**src/rtl/interrupt_sequencer.sv**
```systemverilog
// Interrupt entry/exit sequencer: on an enabled request at an instruction boundary it
// stalls the core, reads the interrupt number from the controller, and redirects fetch.
module interrupt_sequencer #(
   parameter logic [15:0] CTRL_ADDR   = 16'h0410,
   parameter logic [15:0] VECTOR_BASE = 16'h0020
) (
   input  logic        i_clk,
   input  logic        i_rst,
   input  logic        i_int,
   input  logic        i_gie,
   input  logic        i_boundary,
   input  logic [15:0] i_pc,
   input  logic        i_reti,
   output logic        o_bus_req,
   input  logic        i_bus_gnt,
   output logic [15:0] o_addr,
   output logic        o_we,
   input  logic [15:0] i_data,
   output logic        o_stall,
   output logic        o_redirect,
   output logic [15:0] o_redirect_pc,
   output logic        o_in_isr,
   output logic [3:0]  o_irq_idx,
   output logic        o_spurious
);

   localparam logic [2:0] S_IDLE     = 3'd0;
   localparam logic [2:0] S_BUS_REQ  = 3'd1;
   localparam logic [2:0] S_ADDR     = 3'd2;
   localparam logic [2:0] S_CAPTURE  = 3'd3;
   localparam logic [2:0] S_DISPATCH = 3'd4;
   localparam logic [2:0] S_IN_ISR   = 3'd5;
   localparam logic [2:0] S_RETURN   = 3'd6;

   logic [2:0]  state_q, state_d;
   logic [15:0] saved_pc_q, saved_pc_d;
   logic [15:0] num_word_q, num_word_d;
   logic [3:0]  irq_idx_q, irq_idx_d;

   logic [3:0]  enc_idx;
   logic [15:0] vector_pc;
   logic        num_zero;

   // Lowest set bit wins: scanning downward leaves the smallest index last.
   always_comb begin
      enc_idx = 4'd0;
      for (int i = 15; i >= 0; i--) begin
         if (num_word_q[i]) begin
            enc_idx = i[3:0];
         end
      end
   end

   assign num_zero  = (num_word_q == 16'h0000);
   assign vector_pc = VECTOR_BASE + {10'b0, enc_idx, 2'b00};

   always_comb begin
      state_d    = state_q;
      saved_pc_d = saved_pc_q;
      num_word_d = num_word_q;
      irq_idx_d  = irq_idx_q;
      case (state_q)
         S_IDLE: begin
            if (i_int && i_gie && i_boundary) begin
               state_d    = S_BUS_REQ;
               saved_pc_d = i_pc;
            end
         end
         S_BUS_REQ: begin
            if (i_bus_gnt) begin
               state_d = S_ADDR;
            end
         end
         S_ADDR: begin
            state_d = S_CAPTURE;
         end
         S_CAPTURE: begin
            num_word_d = i_data;
            state_d    = S_DISPATCH;
         end
         S_DISPATCH: begin
            if (num_zero) begin
               state_d = S_IDLE;
            end else begin
               irq_idx_d = enc_idx;
               state_d   = S_IN_ISR;
            end
         end
         S_IN_ISR: begin
            if (i_reti) begin
               state_d = S_RETURN;
            end
         end
         S_RETURN: begin
            state_d = S_IDLE;
         end
         default: begin
            state_d = S_IDLE;
         end
      endcase
   end

   always_ff @(posedge i_clk or posedge i_rst) begin
      if (i_rst) begin
         state_q    <= S_IDLE;
         saved_pc_q <= 16'h0000;
         num_word_q <= 16'h0000;
         irq_idx_q  <= 4'd0;
      end else begin
         state_q    <= state_d;
         saved_pc_q <= saved_pc_d;
         num_word_q <= num_word_d;
         irq_idx_q  <= irq_idx_d;
      end
   end

   // Outputs decode only registered state, so reset clears them without waiting for a clock.
   always_comb begin
      o_bus_req     = 1'b0;
      o_addr        = 16'h0000;
      o_stall       = 1'b1;
      o_redirect    = 1'b0;
      o_redirect_pc = 16'h0000;
      o_in_isr      = 1'b0;
      o_spurious    = 1'b0;
      case (state_q)
         S_IDLE: begin
            o_stall = 1'b0;
         end
         S_BUS_REQ: begin
            o_bus_req = 1'b1;
         end
         S_ADDR, S_CAPTURE: begin
            o_bus_req = 1'b1;
            o_addr    = CTRL_ADDR;
         end
         S_DISPATCH: begin
            if (num_zero) begin
               o_spurious = 1'b1;
            end else begin
               o_redirect    = 1'b1;
               o_redirect_pc = vector_pc;
            end
         end
         S_IN_ISR: begin
            o_stall  = 1'b0;
            o_in_isr = 1'b1;
         end
         S_RETURN: begin
            o_redirect    = 1'b1;
            o_redirect_pc = saved_pc_q;
         end
         default: begin
            o_stall = 1'b0;
         end
      endcase
   end

   assign o_we      = 1'b0;
   assign o_irq_idx = irq_idx_q;

endmodule

```
**config.mk**
```make
export PLATFORM = sky130hd
export DESIGN_NAME = interrupt_sequencer
export DESIGN_NICKNAME = d
export VERILOG_FILES = /design/src/rtl/interrupt_sequencer.sv
export SDC_FILE = /design/constraint.sdc
export NUM_CORES = 1
export LEC_CHECK = 0
export BUFFER_PORTS_ARGS = -buffer_cell sky130_fd_sc_hd__buf_2
export CAP_MARGIN = 20
export CORE_ASPECT_RATIO = 0.8
export CORE_UTILIZATION = 48
export DETAILED_ROUTE_END_ITERATION = 10
export PLACE_DENSITY_LB_ADDON = 0.15
export SLEW_MARGIN = 10
export SYNTH_ARGS = -nofsm -noshare
export SYNTH_HDL_FRONTEND = slang
export SYNTH_SLANG_ARGS = --single-unit
```
**constraint.sdc**
```tcl
create_clock -name i_clk -period 2.37 [get_ports i_clk]
set_clock_uncertainty 0.05 [all_clocks]
set_input_delay 0.474 -clock i_clk [delete_from_list [all_inputs] [get_ports i_clk]]
set_output_delay 0.474 -clock i_clk [all_outputs]
set_load 0.05 [all_outputs]
```
==> metrics <==
global-route wire length before repair=a little under 7000 µm; final hold vios=0; yosys warns=0; CTS Buf Count=5; Finished Cell Area=0.00277 mm²; Final setup viols=2; actual slew at the worst max-slew pin=0.698 ns; FILL cells=304; Worst setup startpoint=num_word_q[3]; Post-Route WL=between 4000 and 5000 µm; Worst slew margin=53.3%; count leader, synth=dfrtp_1; max-cap violations=0; overflow left after global routing=0; worst r2r path cells=4; Clock Pin Slew Worst Setup and Hold Paths=0.07 ns; HPWL Detailed=3280 µm; Max Slew Vio Count=0; Avg Cell Area, Syn=11.0 µm²; area post-placement=0.00252 mm²; share of the synthesized area in the top cell type=47.6%; Die Span X=about 75 µm; Area Growth Syn to Fin=35.1%; Top-Level Pins=81; total track usage=21.2%; Max Freq=393 MHz; Max clock buf depth=2; worst setup path endpoint=o_redirect_pc[3]; top cell type by total area after synthesis=dfrtp_1; Initial DRT Pass Iterations=4; top cells by area, synth=dfrtp_1, mux2_2, buf_4, and2_1, nand2_1; final worst slack=-0.175 ns; root buf cell=clkbuf_8; TritonCTS clock tree=done; Placed Instances=between 300 and 400; crit path launch type=flip-flop; # diodes=0; number of global-route vias before repair=about 1,400; post-synth cell types=33; Main synth FF type=dfrtp_1; min Tclk post-route=2.54 ns; clock sink count=39; flops & latches, synth=39; initial antenna violation count=0; Pwr Total=3660 µW; status=finished with violations; layout cells sized above 1=between 50 and 60%; Detail Route Antenna Nets=0; ys async rst share=100%; Post-CTS Hold Buffers=0; DRC viols=0; RSZ-0062 raised after global routing=yes; row cnt=20; r2r setup slk=0.40 ns; DRT iter0 DRCs=54; pwr/cell area=about 1300 mW/mm²; Post-synth top cells=dfrtp_1, mux2_2, buf_4, nand2_1; Min Hold Slack=0.245 ns; Data required, critical path=1.85 ns; largest net degree at the start of global routing=40; Mapped Area=0.00205 mm²; Worst-Skew Late Latency=0.29 ns; htree depth=2; Hold Crit Class=input pin to asynchronous set/reset pin; die area=0.00453 mm²; fin crit share=107%; VDD IR max=0.000742 V; Initial Utilization=between 50% and 60%; Die Ht=60.4 µm; CP max FO=3; routability cong.=0.862; Vias=1,669; Via density=5.01; data arrival time of the worst path=2.02 ns; Port Buffers=65; Critical Setup Path Class=flip-flop to primary output; number of enable flip-flop cells after synthesis=0; Layout Nets=316; sequential share of the synthesized area=47.6%; Crit Reg-Reg Endpoint=state_q[2]; DR WL/cell=between 10 and 15 µm; Leak=between 0.001 and 0.0015 µW; crit end category=primary output; final non-filler cell total=~330; Core ar.=0.00393 mm²; failing checks=negative setup slack; Synth Instances=around 190; Reg-to-Reg Start=num_word_q[3]
## area by class of cell
| type | count | area, µm² | area share, % |
|---|---|---|---|
| Clock buffer | 8 | 100 | 3.62 |
| Inverter | 5 | 18.8 | 0.678 |
| Multi-Input combinational cell | 135 | 1040 | 37.4 |
| Sequential cell | 39 | 978 | 35.4 |
| Tap cell | 55 | 68.8 | 2.49 |
| Timing Repair Buffer | 91 | 566 | 20.4 |
## per-stage QoR
step                worst slack, ns  setup TNS [ns]  util (%)
detailed placement           0.0781               0      64.2
CTS                          -0.157          -0.305      68.6
finish                       -0.175          -0.330      70.4
floorplan                    0.0345               0         -
global route                 -0.236          -0.472      70.4
global placement             0.0924               0      64.2
## report_power, final
group	internal [µW]	total [µW]	switching, µW	leakage [µW]
sequential	1000	1250	248	0.000466
combinational	813	1920	1100	0.000810
clock	265	490	224	0.0000515
## per-layer routing
metal / vias to the layer above / track usage (%) / part of all wire, %
met5: - / 0 / 0
met4: 0 / 9.43 / 1.9
met3: 10 / 5.98 / 6.2
met2: 66 / 29.2 / 43
met1: 779 / 31.2 / 49
li1: 814 / - / -
## layout by cell type, fill, tap and decap left out, drive strengths merged, types with 2 or more instances in the layout
master,n
a21oi,6
inv,5
nand2,14
nor2b,3
mux2,33
nor4,6
clkbuf,8
nor2,11
nand2b,3
and2,11
nand3,3
o21ai,8
buf,91
nand4,2
or4,4
o31ai,3
conb,15
nor3,3
dfrtp,39
## repair_timing
item                       CTS  global route
pin swaps                    6             5
resized for setup           13            16
setup endpoints to repair   16            18
buffers inserted             4             1
cloned                       0             0
## critical path: stages, from the launching register on
cell and delay, ns:
dfrtp_1 0.40, or4_4 0.56, o41ai_4 0.49, o31ai_4 0.12
buf_6 0.16
## worst min-delay path by stage
stage / end / cells past startpoint
6_report: num_word_q[9] / 3
5_1_grt: saved_pc_q[1] / 3
4_1_cts: saved_pc_q[1] / 3
3_5_place_dp: o_irq_idx[0] / 2
3_3_place_gp: o_irq_idx[0] / 2
2_1_floorplan: saved_pc_q[0] / 1
## cells by family (layout without fill, tap and decap cells)
logic type | Yosys count | count (layout) | share of synthesized area (%)
other | 1 | 15 | 0.183
AOI/OAI and AO/OA | 25 | 25 | 8.86
buffers and inverters | 27 | 104 | 8.74
and+or+nand+nor | 62 | 62 | 16.4
muxes | 33 | 33 | 18.1
DFF | 39 | 39 | 47.6
## flip-flops by register name, indices dropped and copies added (netlist names)
| register | count |
|---|---|
| num_word_q | 16 |
| saved_pc_q | 16 |
| state_q | 3 |
| o_irq_idx | 4 |
No activity file was read; power rests on OpenSTA's default activity.
